<file path="src/rtl/dmem_arbiter_pkg.sv">
// Shared encodings for the data-memory path: access-size codes, store/load
// direction, byte-lane masks and the response tag values.
package dmem_arbiter_pkg;

  typedef enum logic [1:0] {
    SzByte = 2'b00,
    SzHalf = 2'b01,
    SzWord = 2'b10,
    SzIll  = 2'b11
  } size_e;

  localparam logic WeLoad  = 1'b0;
  localparam logic WeStore = 1'b1;

  // Lane masks before shifting by the low address bits.
  localparam logic [3:0] BeByte = 4'b0001;
  localparam logic [3:0] BeHalf = 4'b0011;
  localparam logic [3:0] BeWord = 4'b1111;

  localparam logic TagCpu  = 1'b0;
  localparam logic TagHost = 1'b1;

endpackage

</file>
<file path="src/rtl/dmem_lane_gen.sv">
// Byte-lane generator: turns access size and the low two address bits into
// byte enables, lane-replicated write data and a misaligned/illegal flag.
// Ports:
//   size_i       access size (byte/half/word/illegal)
//   addr_lo_i    byte address bits [1:0]
//   wdata_i      right-aligned store data
//   be_o         byte-lane enables (0 when misaligned)
//   wdata_o      store data replicated across lanes
//   misaligned_o access cannot be performed
module dmem_lane_gen
  import dmem_arbiter_pkg::*;
(
  input  logic [1:0]  size_i,
  input  logic [1:0]  addr_lo_i,
  input  logic [31:0] wdata_i,
  output logic [3:0]  be_o,
  output logic [31:0] wdata_o,
  output logic        misaligned_o
);

  always_comb begin
    be_o         = '0;
    wdata_o      = wdata_i;
    misaligned_o = 1'b0;
    case (size_i)
      SzByte: begin
        be_o    = BeByte << addr_lo_i;
        wdata_o = {4{wdata_i[7:0]}};
      end
      SzHalf: begin
        if (addr_lo_i[0]) begin
          misaligned_o = 1'b1;
        end else begin
          be_o    = BeHalf << addr_lo_i;
          wdata_o = {2{wdata_i[15:0]}};
        end
      end
      SzWord: begin
        if (addr_lo_i != 2'b00) begin
          misaligned_o = 1'b1;
        end else begin
          be_o = BeWord;
        end
      end
      default: misaligned_o = 1'b1;
    endcase
  end

endmodule

</file>
<file path="src/rtl/dmem_arbiter.sv">
// Data-memory arbiter between the pipeline MEM stage (cpu) and a host/debug
// loader (host). Fixed priority to cpu with a starvation counter and a host
// burst lock; the winning request is converted to word index + byte lanes and
// the 1-cycle read word is routed back to the requester that issued it.
// Ports:
//   clk, rst_n              clock, synchronous active-low reset
//   cpu_* / host_*          request (req/we/size/addr/wdata) and response
//                           (gnt/rvalid/rdata/err) per requester
//   host_lock               host keeps the grant while asserted
//   mem_en/we/be/widx/wdata memory command; mem_rdata returns next cycle
module dmem_arbiter
  import dmem_arbiter_pkg::*;
#(
  parameter int unsigned AW            = 32,
  parameter int unsigned HOST_MAX_WAIT = 8
) (
  input  logic          clk,
  input  logic          rst_n,
  input  logic          cpu_req,
  input  logic          cpu_we,
  input  logic [1:0]    cpu_size,
  input  logic [AW-1:0] cpu_addr,
  input  logic [31:0]   cpu_wdata,
  output logic          cpu_gnt,
  output logic          cpu_rvalid,
  output logic [31:0]   cpu_rdata,
  output logic          cpu_err,
  input  logic          host_req,
  input  logic          host_we,
  input  logic [1:0]    host_size,
  input  logic [AW-1:0] host_addr,
  input  logic [31:0]   host_wdata,
  input  logic          host_lock,
  output logic          host_gnt,
  output logic          host_rvalid,
  output logic [31:0]   host_rdata,
  output logic          host_err,
  output logic          mem_en,
  output logic          mem_we,
  output logic [3:0]    mem_be,
  output logic [AW-3:0] mem_widx,
  output logic [31:0]   mem_wdata,
  input  logic [31:0]   mem_rdata
);

  localparam int unsigned WaitW = $clog2(HOST_MAX_WAIT + 1);
  localparam logic [WaitW-1:0] WaitMax = WaitW'(HOST_MAX_WAIT);

  logic [WaitW-1:0] wait_q, wait_d;
  logic             lock_q, lock_d;
  logic             rvalid_q, rvalid_d;
  logic             resp_tag_q, resp_tag_d;
  logic             cpu_err_q, cpu_err_d;
  logic             host_err_q, host_err_d;
  logic [31:0]      cpu_rdata_q, cpu_rdata_d;
  logic [31:0]      host_rdata_q, host_rdata_d;

  logic          host_win, any_gnt;
  logic          sel_we;
  logic [1:0]    sel_size;
  logic [AW-1:0] sel_addr;
  logic [31:0]   sel_wdata;
  logic [3:0]    lane_be;
  logic [31:0]   lane_wdata;
  logic          lane_mis;

  // Grant and winner mux. Grants are masked during reset so nothing reaches memory.
  always_comb begin
    host_win  = host_req & ((lock_q & host_lock) | (wait_q == WaitMax) | ~cpu_req);
    host_gnt  = rst_n & host_win;
    cpu_gnt   = rst_n & cpu_req & ~host_win;
    any_gnt   = cpu_gnt | host_gnt;
    sel_we    = host_gnt ? host_we    : cpu_we;
    sel_size  = host_gnt ? host_size  : cpu_size;
    sel_addr  = host_gnt ? host_addr  : cpu_addr;
    sel_wdata = host_gnt ? host_wdata : cpu_wdata;
  end

  dmem_lane_gen u_lane_gen (
    .size_i      (sel_size),
    .addr_lo_i   (sel_addr[1:0]),
    .wdata_i     (sel_wdata),
    .be_o        (lane_be),
    .wdata_o     (lane_wdata),
    .misaligned_o(lane_mis)
  );

  // Misaligned requests still get gnt but never touch memory.
  always_comb begin
    mem_en    = any_gnt & ~lane_mis;
    mem_we    = mem_en & (sel_we == WeStore);
    mem_be    = mem_en ? lane_be : 4'b0000;
    mem_widx  = mem_en ? sel_addr[AW-1:2] : '0;
    mem_wdata = mem_we ? lane_wdata : 32'h0;
  end

  always_comb begin
    wait_d = wait_q;
    if (host_gnt || !host_req) begin
      wait_d = '0;
    end else if (wait_q != WaitMax) begin
      wait_d = wait_q + 1'b1;
    end
    lock_d       = host_gnt & host_lock;
    rvalid_d     = mem_en & (sel_we == WeLoad);
    resp_tag_d   = rvalid_d ? (host_gnt ? TagHost : TagCpu) : resp_tag_q;
    cpu_err_d    = cpu_gnt & lane_mis;
    host_err_d   = host_gnt & lane_mis;
    // Each requester's rdata holds its last returned word.
    cpu_rdata_d  = cpu_rdata_q;
    host_rdata_d = host_rdata_q;
    if (rvalid_q && (resp_tag_q == TagCpu)) cpu_rdata_d = mem_rdata;
    if (rvalid_q && (resp_tag_q == TagHost)) host_rdata_d = mem_rdata;
  end

  // Responses are masked combinationally so an access in flight at reset is dropped.
  always_comb begin
    cpu_rvalid  = rst_n & rvalid_q & (resp_tag_q == TagCpu);
    host_rvalid = rst_n & rvalid_q & (resp_tag_q == TagHost);
    cpu_err     = rst_n & cpu_err_q;
    host_err    = rst_n & host_err_q;
    cpu_rdata   = !rst_n ? 32'h0 : (cpu_rvalid ? mem_rdata : cpu_rdata_q);
    host_rdata  = !rst_n ? 32'h0 : (host_rvalid ? mem_rdata : host_rdata_q);
  end

  always_ff @(posedge clk) begin
    if (!rst_n) begin
      wait_q       <= '0;
      lock_q       <= 1'b0;
      rvalid_q     <= 1'b0;
      resp_tag_q   <= TagCpu;
      cpu_err_q    <= 1'b0;
      host_err_q   <= 1'b0;
      cpu_rdata_q  <= 32'h0;
      host_rdata_q <= 32'h0;
    end else begin
      wait_q       <= wait_d;
      lock_q       <= lock_d;
      rvalid_q     <= rvalid_d;
      resp_tag_q   <= resp_tag_d;
      cpu_err_q    <= cpu_err_d;
      host_err_q   <= host_err_d;
      cpu_rdata_q  <= cpu_rdata_d;
      host_rdata_q <= host_rdata_d;
    end
  end

endmodule

</file>
<file path="config.mk">
export PLATFORM = sky130hd
export DESIGN_NAME = dmem_arbiter
export DESIGN_NICKNAME = d
export VERILOG_FILES = /design/src/rtl/dmem_arbiter_pkg.sv /design/src/rtl/dmem_lane_gen.sv /design/src/rtl/dmem_arbiter.sv
export SDC_FILE = /design/constraint.sdc
export NUM_CORES = 1
export LEC_CHECK = 0
export BUFFER_PORTS_ARGS = -buffer_cell sky130_fd_sc_hd__buf_4
export CORE_UTILIZATION = 33
export DETAILED_ROUTE_END_ITERATION = 16
export PLACE_DENSITY = 0.64
export SLEW_MARGIN = 15
export SYNTH_ARGS = -nofsm -noshare
export SYNTH_HDL_FRONTEND = slang
export SYNTH_HIERARCHICAL = 1
export SYNTH_SLANG_ARGS = --single-unit
</file>
<file path="constraint.sdc">
create_clock -name clk -period 6.83 [get_ports clk]
set_input_delay 2.049 -clock clk [delete_from_list [all_inputs] [get_ports clk]]
set_output_delay 2.049 -clock clk [all_outputs]
set_load 0.01 [all_outputs]
</file>
==> metrics.cfg, run 1 <==
[clocking]
cts_root_buf = clkbuf_16
cts.path.max_buffers = 2
clock_sinks = 73
numCtsBuffers = 9
cts_tree = done
postCtsSetupRepairBufs = 0
ctsHoldBuffers = 0
clk_latency_ns = 0.34
cts_max_level = 3
clk_pin_slew_ns = 0.06

[power_and_ir_drop]
switching_share_pct = 30.3
ir_drop_mv = 0.134
power_frac_comb_pct = 27.9
p_int_uw = 864
seq_power_share_pct = 35.3
power_leakage_uw = 0.00356
p_clk_share_pct = 36.8
netSwitchingPower_uw = 376
p_per_area_nw_per_um2 = 147

[setup_path]
critPathMaxFanout = 33
cp-end-kind = output port
startpoint_type = primary input
required_ns = 4.78
critPathArrivalTime_ns = 4.50
worstSetupPathType = in2out

[timing]
rsz0062_at_grt = false
setup_viol = 0
finalCritPeriodShare_pct = 95.9
finalSetupTns_ns = 0
period_needed_ns = 6.55
skew_ns = 0.00511
worst_pin_slew_ns = 0.641
slew_headroom_pct = 57.3
hold_viol = 0
fmax_mhz = 153
report.final.slew_viol_count = 0

[grt]
grt_pass1_vias = 5622
overflow = 0
grt_pass1_wl_um = 29500
antenna_found_initial = 1
grtUsageTotal_pct = 20.5
grt_max_degree = 149

[job]
drv_cap = 0

[route]
routedWlPerCell_um = 15.9
drt_iter0_drc = 326
vias = 6317
drt_wl_total_um = 19500
drt_first_pass_iters = 4
ant_nets = 0
vias_per_cell = 5.13
drc_errors = 0

[layout]
fin_util_pct = 49.0
syn_to_final_growth_pct = 45.8
drive_above_1_share_pct = 39.8
nets = 1173

[synth]
synth_edf_count = 0
synth_ff_type = dfxtp_1
synth_top_area_share_pct = 25.3
synth_cells = 752
syn-cell-area_um2 = 5780
synth_cell_types = 43
synthTopCellsByArea = dfxtp_1 25%, a21boi_0 17%, nand2_1 11%
yosysSeqAreaShare_pct = 25.3
synth_top_area_cell = dfxtp_1
avgSynthCellArea_um2 = 7.68
ys_ff_latch = 73
async_flop_share_pct = 0
yosysWarnings = 6
synth_fp_nets = 925

[outcome]
status = finished clean

[place]
dp_hpwl_um = 13900
io_buffer_count = 308
gp_congestion = 0.859

[die]
floorplan.initialDensity_pct = 33.6
fp.dieH_um = 134
rows = 48
io_pins = 309
die_area_um2 = 18000
core_area_um2 = 17200
die_width_um = 134

[worst_hold_path]
hold_path.class = reg2reg

-- placed cells by master (no fill, tap or decap), types with 3 or more instances in the layout --
cell       count
buf_4        323
mux2i_1       31
nand2_1      167
o22ai_1       40
a21boi_0     128
mux2_2        47
nor2_1        15
dfxtp_1       73
a21oi_1        8
clkbuf_16      9
o21ai_0        3
nand2b_1       4
inv_1         37
o32ai_1        3
o2111ai_1     60
mux2_4         5
and2_1        10
-- registers in the layout, indices dropped and copies added, names as in the netlist --
name / flops
cpu_err_q: 1
wait_q: 4
lock_q: 1
resp_tag_q: 1
host_rdata_q: 32
host_err_q: 1
rvalid_q: 1
cpu_rdata_q: 32
-- critical path, cell delays in order --
cell	delay, ns
buf_4	0.11
a21bo_1	0.23
o21ba_4	0.24
mux2_2	0.44
o21ai_0	0.16
a21oi_2	0.29
and4b_1	0.25
o21ai_2	0.05
buf_4	0.35
o22ai_1	0.14
buf_4	0.16
-- path summary, 6_finish.rpt --
| path | start | to | slack, ns | cells after the start |
|---|---|---|---|---|
| max | host_lock | mem_wdata[3] | 0.28 | 11 |
| min | cpu_rdata_q[10] | cpu_rdata_q[10] | 0.47 | 2 |
| max reg2reg | wait_q[0] | resp_tag_q | 4.31 | 10 |
| min reg2reg | cpu_rdata_q[10] | cpu_rdata_q[10] | 0.47 | 2 |
-- Yosys cell counts, types with 9 or more instances --
master     count
a21boi_0     128
a21oi_1        9
and2_1        10
buf_2         13
buf_4         10
clkbuf_1      57
dfxtp_1       73
inv_1         37
mux2_2        47
mux2i_1       31
nand2_1      167
nor2_1        15
o2111ai_1     60
o22ai_1       40
-- logic make-up after synthesis --
kind of cell / after synthesis / share of synthesized area (%)
AOI/OAI and AO/OA: 253 / 32.9
DFF: 73 / 25.3
and+or+nand+nor: 211 / 15.2
muxes: 83 / 15.8
buffers and inverters: 128 / 10.0
adders and majority gates: 2 / 0.433
xor gates and xnor gates: 2 / 0.303
-- stage by stage --
| step | area (um^2) | hold slack, ns | total power [uW] | cells | worst slack (ns) |
|---|---|---|---|---|---|
| floorplan | 5780 | 0.430 | 642 | 752 | 0.275 |
| global placement | 8100 | 0.448 | 789 | 1213 | 0.267 |
| detailed placement | 8100 | 0.456 | 792 | 1213 | 0.205 |
| CTS | 8390 | 0.472 | 1260 | 1229 | 0.191 |
| global route | 8420 | 0.486 | 1300 | 1231 | 0.0943 |
| finish | 8420 | 0.465 | 1240 | 1231 | 0.277 |
-- layout make-up --
class | instances | area [um^2]
Antenna cell | 1 | 2.50
Clock buffer | 9 | 225
Clock inverter | 7 | 61.3
Fill cell | 1754 | 8750
Inverter | 39 | 146
Multi-Input combinational cell | 551 | 3750
Sequential cell | 73 | 1460
Tap cell | 225 | 282
Timing Repair Buffer | 326 | 2490
-- power by group through the flow --
stage	logic (uW)	registers [uW]	clock network (uW)
6_report	346	438	456
5_1_grt	376	438	489
4_1_cts	345	438	475
3_5_place_dp	344	447	0
3_3_place_gp	342	447	0
2_1_floorplan	195	447	0
-- routing by layer --
layer	up-vias	GRT usage (%)	part of all wire [%]	routed length (um)
met4	0	9.05	3.0	576
met5	-	0	0	0
li1	3193	-	-	-
met3	35	5.48	7.4	1440
met2	214	33.2	47	9100
met1	2875	25.4	43	8400
-- timing repair --
item                                   4_1_cts  5_1_grt
gates resized for setup                      0        1
endpoints found under the hold margin        0        0
setup endpoints to repair                    0        4
No activity file was read; power rests on OpenSTA's default activity.
==> inputs of run 2 (changes only) <==
- CORE_AREA: not set -> 2 2 119 121
- CORE_UTILIZATION: 33 -> not set
- DIE_AREA: not set -> 0 0 121 123
- GPL_TIMING_DRIVEN: not set -> 0
- PLACE_DENSITY: 0.64 -> 0.79
==> metrics.cfg, run 2 (same netlist as run 1, synthesis figures left out) <==
[route]
drt_wl_total_um = 21600  ; +11%
ant_nets = 0  ; unchanged
routedWlPerCell_um = 17.2  ; +8.7%
drt_first_pass_iters = 5  ; +1
vias_per_cell = 5.50  ; +7.1%
drt_iter0_drc = 419  ; +29%
drc_errors = 0  ; unchanged
vias = 6894  ; +9.1%

[power_and_ir_drop]
ir_drop_mv = 0.136  ; +1.8%
p_per_area_nw_per_um2 = 150  ; +2.0%
fin_total_pwr_uw = 1320  ; +6.1%
power_leakage_uw = 0.00377  ; +5.8%

[place]
post_dp_cell_area_um2 = 8310  ; +2.5%
io_buffer_count = 307  ; -0.32%
dp_hpwl_um = 16900  ; +21%
gp_congestion = 0.931  ; +8.4%

[setup_path]
worstSetupPathType = in2out
critPathMaxFanout = 10  ; -70%
required_ns = 4.78  ; about the same
r2r_cells = 13  ; +3
critPathArrivalTime_ns = 4.68  ; +0.18 ns
r2r_end = resp_tag_q
r2r_slack_ns = 4.17  ; -0.14 ns
cp-end-kind = output port
startpoint_type = primary input
crit-reg2reg-launch = wait_q[0]

[clocking]
numCtsBuffers = 9  ; unchanged
clock_sinks = 73  ; unchanged
clk_latency_ns = 0.33  ; about the same
clk_pin_slew_ns = 0.05  ; about the same
cts.path.max_buffers = 2  ; unchanged
cts_root_buf = clkbuf_16
cts_max_level = 3  ; unchanged
ctsHoldBuffers = 0  ; unchanged
cts_tree = done

[layout]
nFillCells = 1197  ; -32%
nets = 1243  ; +6.0%
drive_above_1_share_pct = 39.9  ; +0.050 points
final_common_cell = buf_4
fin_area_um2 = 8770  ; +4.1%
regArea_um2 = 1460  ; unchanged
largestRegisters = cpu_rdata_q x32, host_rdata_q x32, wait_q x4
layout_common_cells = 320 x buf_4, 167 x nand2_1, 128 x a21boi_0, 73 x dfxtp_1, 60 x o2111ai_1
multi_input_area_um2 = 3800  ; +1.2%
syn_to_final_growth_pct = 51.8
n_antenna_cell = 0  ; -1

[die]
core_area_um2 = 13600  ; -21%
fp.dieH_um = 123  ; -8.4%
rows = 43  ; -10%
die_area_um2 = 14900  ; -18%
die_width_um = 121  ; -9.9%
io_pins = 309  ; unchanged
floorplan.initialDensity_pct = 42.4  ; +8.8 points

[job]
drv_cap = 0  ; unchanged

[timing]
slew_headroom_pct = 64.7  ; +7.4 points
skew_ns = 0.00639  ; +0.00128 ns
period_needed_ns = 6.73  ; +0.175 ns
fmax_mhz = 149  ; -2.6%
setup_viol = 0  ; unchanged
report.final.slew_viol_count = 0  ; unchanged
hold_ws_ns = 0.465  ; +0.0000580 ns
worst_pin_slew_ns = 0.529  ; -0.112 ns
hold_viol = 0  ; unchanged
finalCritPeriodShare_pct = 98.5  ; +2.6 points

[worst_hold_path]
hold_start = cpu_rdata_q[18]
hold_path.class = reg2reg
min_path_cells = 2  ; unchanged
min_to = cpu_rdata_q[18]

[outcome]
status = finished clean

[grt]
grt_pass1_wl_um = 32900  ; +12%
grt_pass1_vias = 6537  ; +16%
grt_max_degree = 14  ; -91%
antenna_found_initial = 0  ; -1
overflow = 0  ; unchanged
grtUsageTotal_pct = 27.6  ; +7.0 points

==> run 2: what timing repair did <==
item,CTS,global route
setup endpoints to repair,66,61
buffers inserted,0,2
pin swaps,0,1
resized for setup,25,21
==> run 2: power breakdown <==
group | leakage, uW | switching [uW] | internal, uW | total [uW]
Sequential | 0.000590 | 3.15 | 435 | 438
Combinational | 0.00303 | 187 | 191 | 378
Clock | 0.000148 | 181 | 319 | 500
==> run 2: worst max-delay path, stage by stage <==
cell	delay (ns)
buf_4	0.12
a21bo_1	0.25
o21ba_1	0.17
buf_2	0.15
buf_8	0.14
mux2_4	0.36
buf_6	0.17
o21ai_4	0.17
a21oi_4	0.10
and4b_1	0.25
clkbuf_4	0.17
clkbuf_8	0.18
nand2_1	0.06
o22ai_1	0.16
buf_4	0.16
==> run 2: layout make-up <==
| type | instances | area share, % |
|---|---|---|
| sequential | 73 | 16.7 |
| timing repair buffer | 309 | 26.6 |
| tap | 180 | 2.57 |
| multi-input combinational | 551 | 43.3 |
| clock buffer | 9 | 2.57 |
| buffer | 87 | 5.55 |
| clock inverter | 6 | 1.06 |
| inverter | 39 | 1.68 |
==> run 2: stage by stage <==
step | utilization, % | setup TNS (ns) | setup slack, ns | cells
2_1_floorplan | - | 0 | 0.275 | 752
3_3_place_gp | 61.0 | -20.79 | -0.487 | 1239
3_5_place_dp | 61.0 | -20.22 | -0.477 | 1239
4_1_cts | 63.8 | 0 | 0.0111 | 1253
5_1_grt | 64.4 | -0.0373 | -0.0169 | 1254
6_report | 64.4 | 0 | 0.102 | 1254
==> run 2: worst max path at each step <==
| stage | start | end | slack, ns | depth (start not counted) |
|---|---|---|---|---|
| 2_1_floorplan | host_req | mem_wdata[10] | 0.27 | 14 |
| 3_3_place_gp | cpu_req | mem_wdata[16] | -0.49 | 14 |
| 3_5_place_dp | host_req | mem_wdata[16] | -0.48 | 15 |
| 4_1_cts | cpu_req | mem_wdata[30] | 0.01 | 15 |
| 5_1_grt | cpu_req | mem_wdata[2] | -0.02 | 15 |
| 6_report | cpu_req | mem_wdata[13] | 0.10 | 15 |
==> run 2: per-layer routing <==
layer  vias to the layer above  part of all wire [%]  routed length (um)  GRT usage, %
li1                       3331                     -                   -             -
met1                      3202                    39                8530          33.3
met2                       312                    49               10600          48.7
met3                        49                   7.7                1670          4.98
met4                         0                   3.5                 754          10.5
met5                         -                     0                   0             0
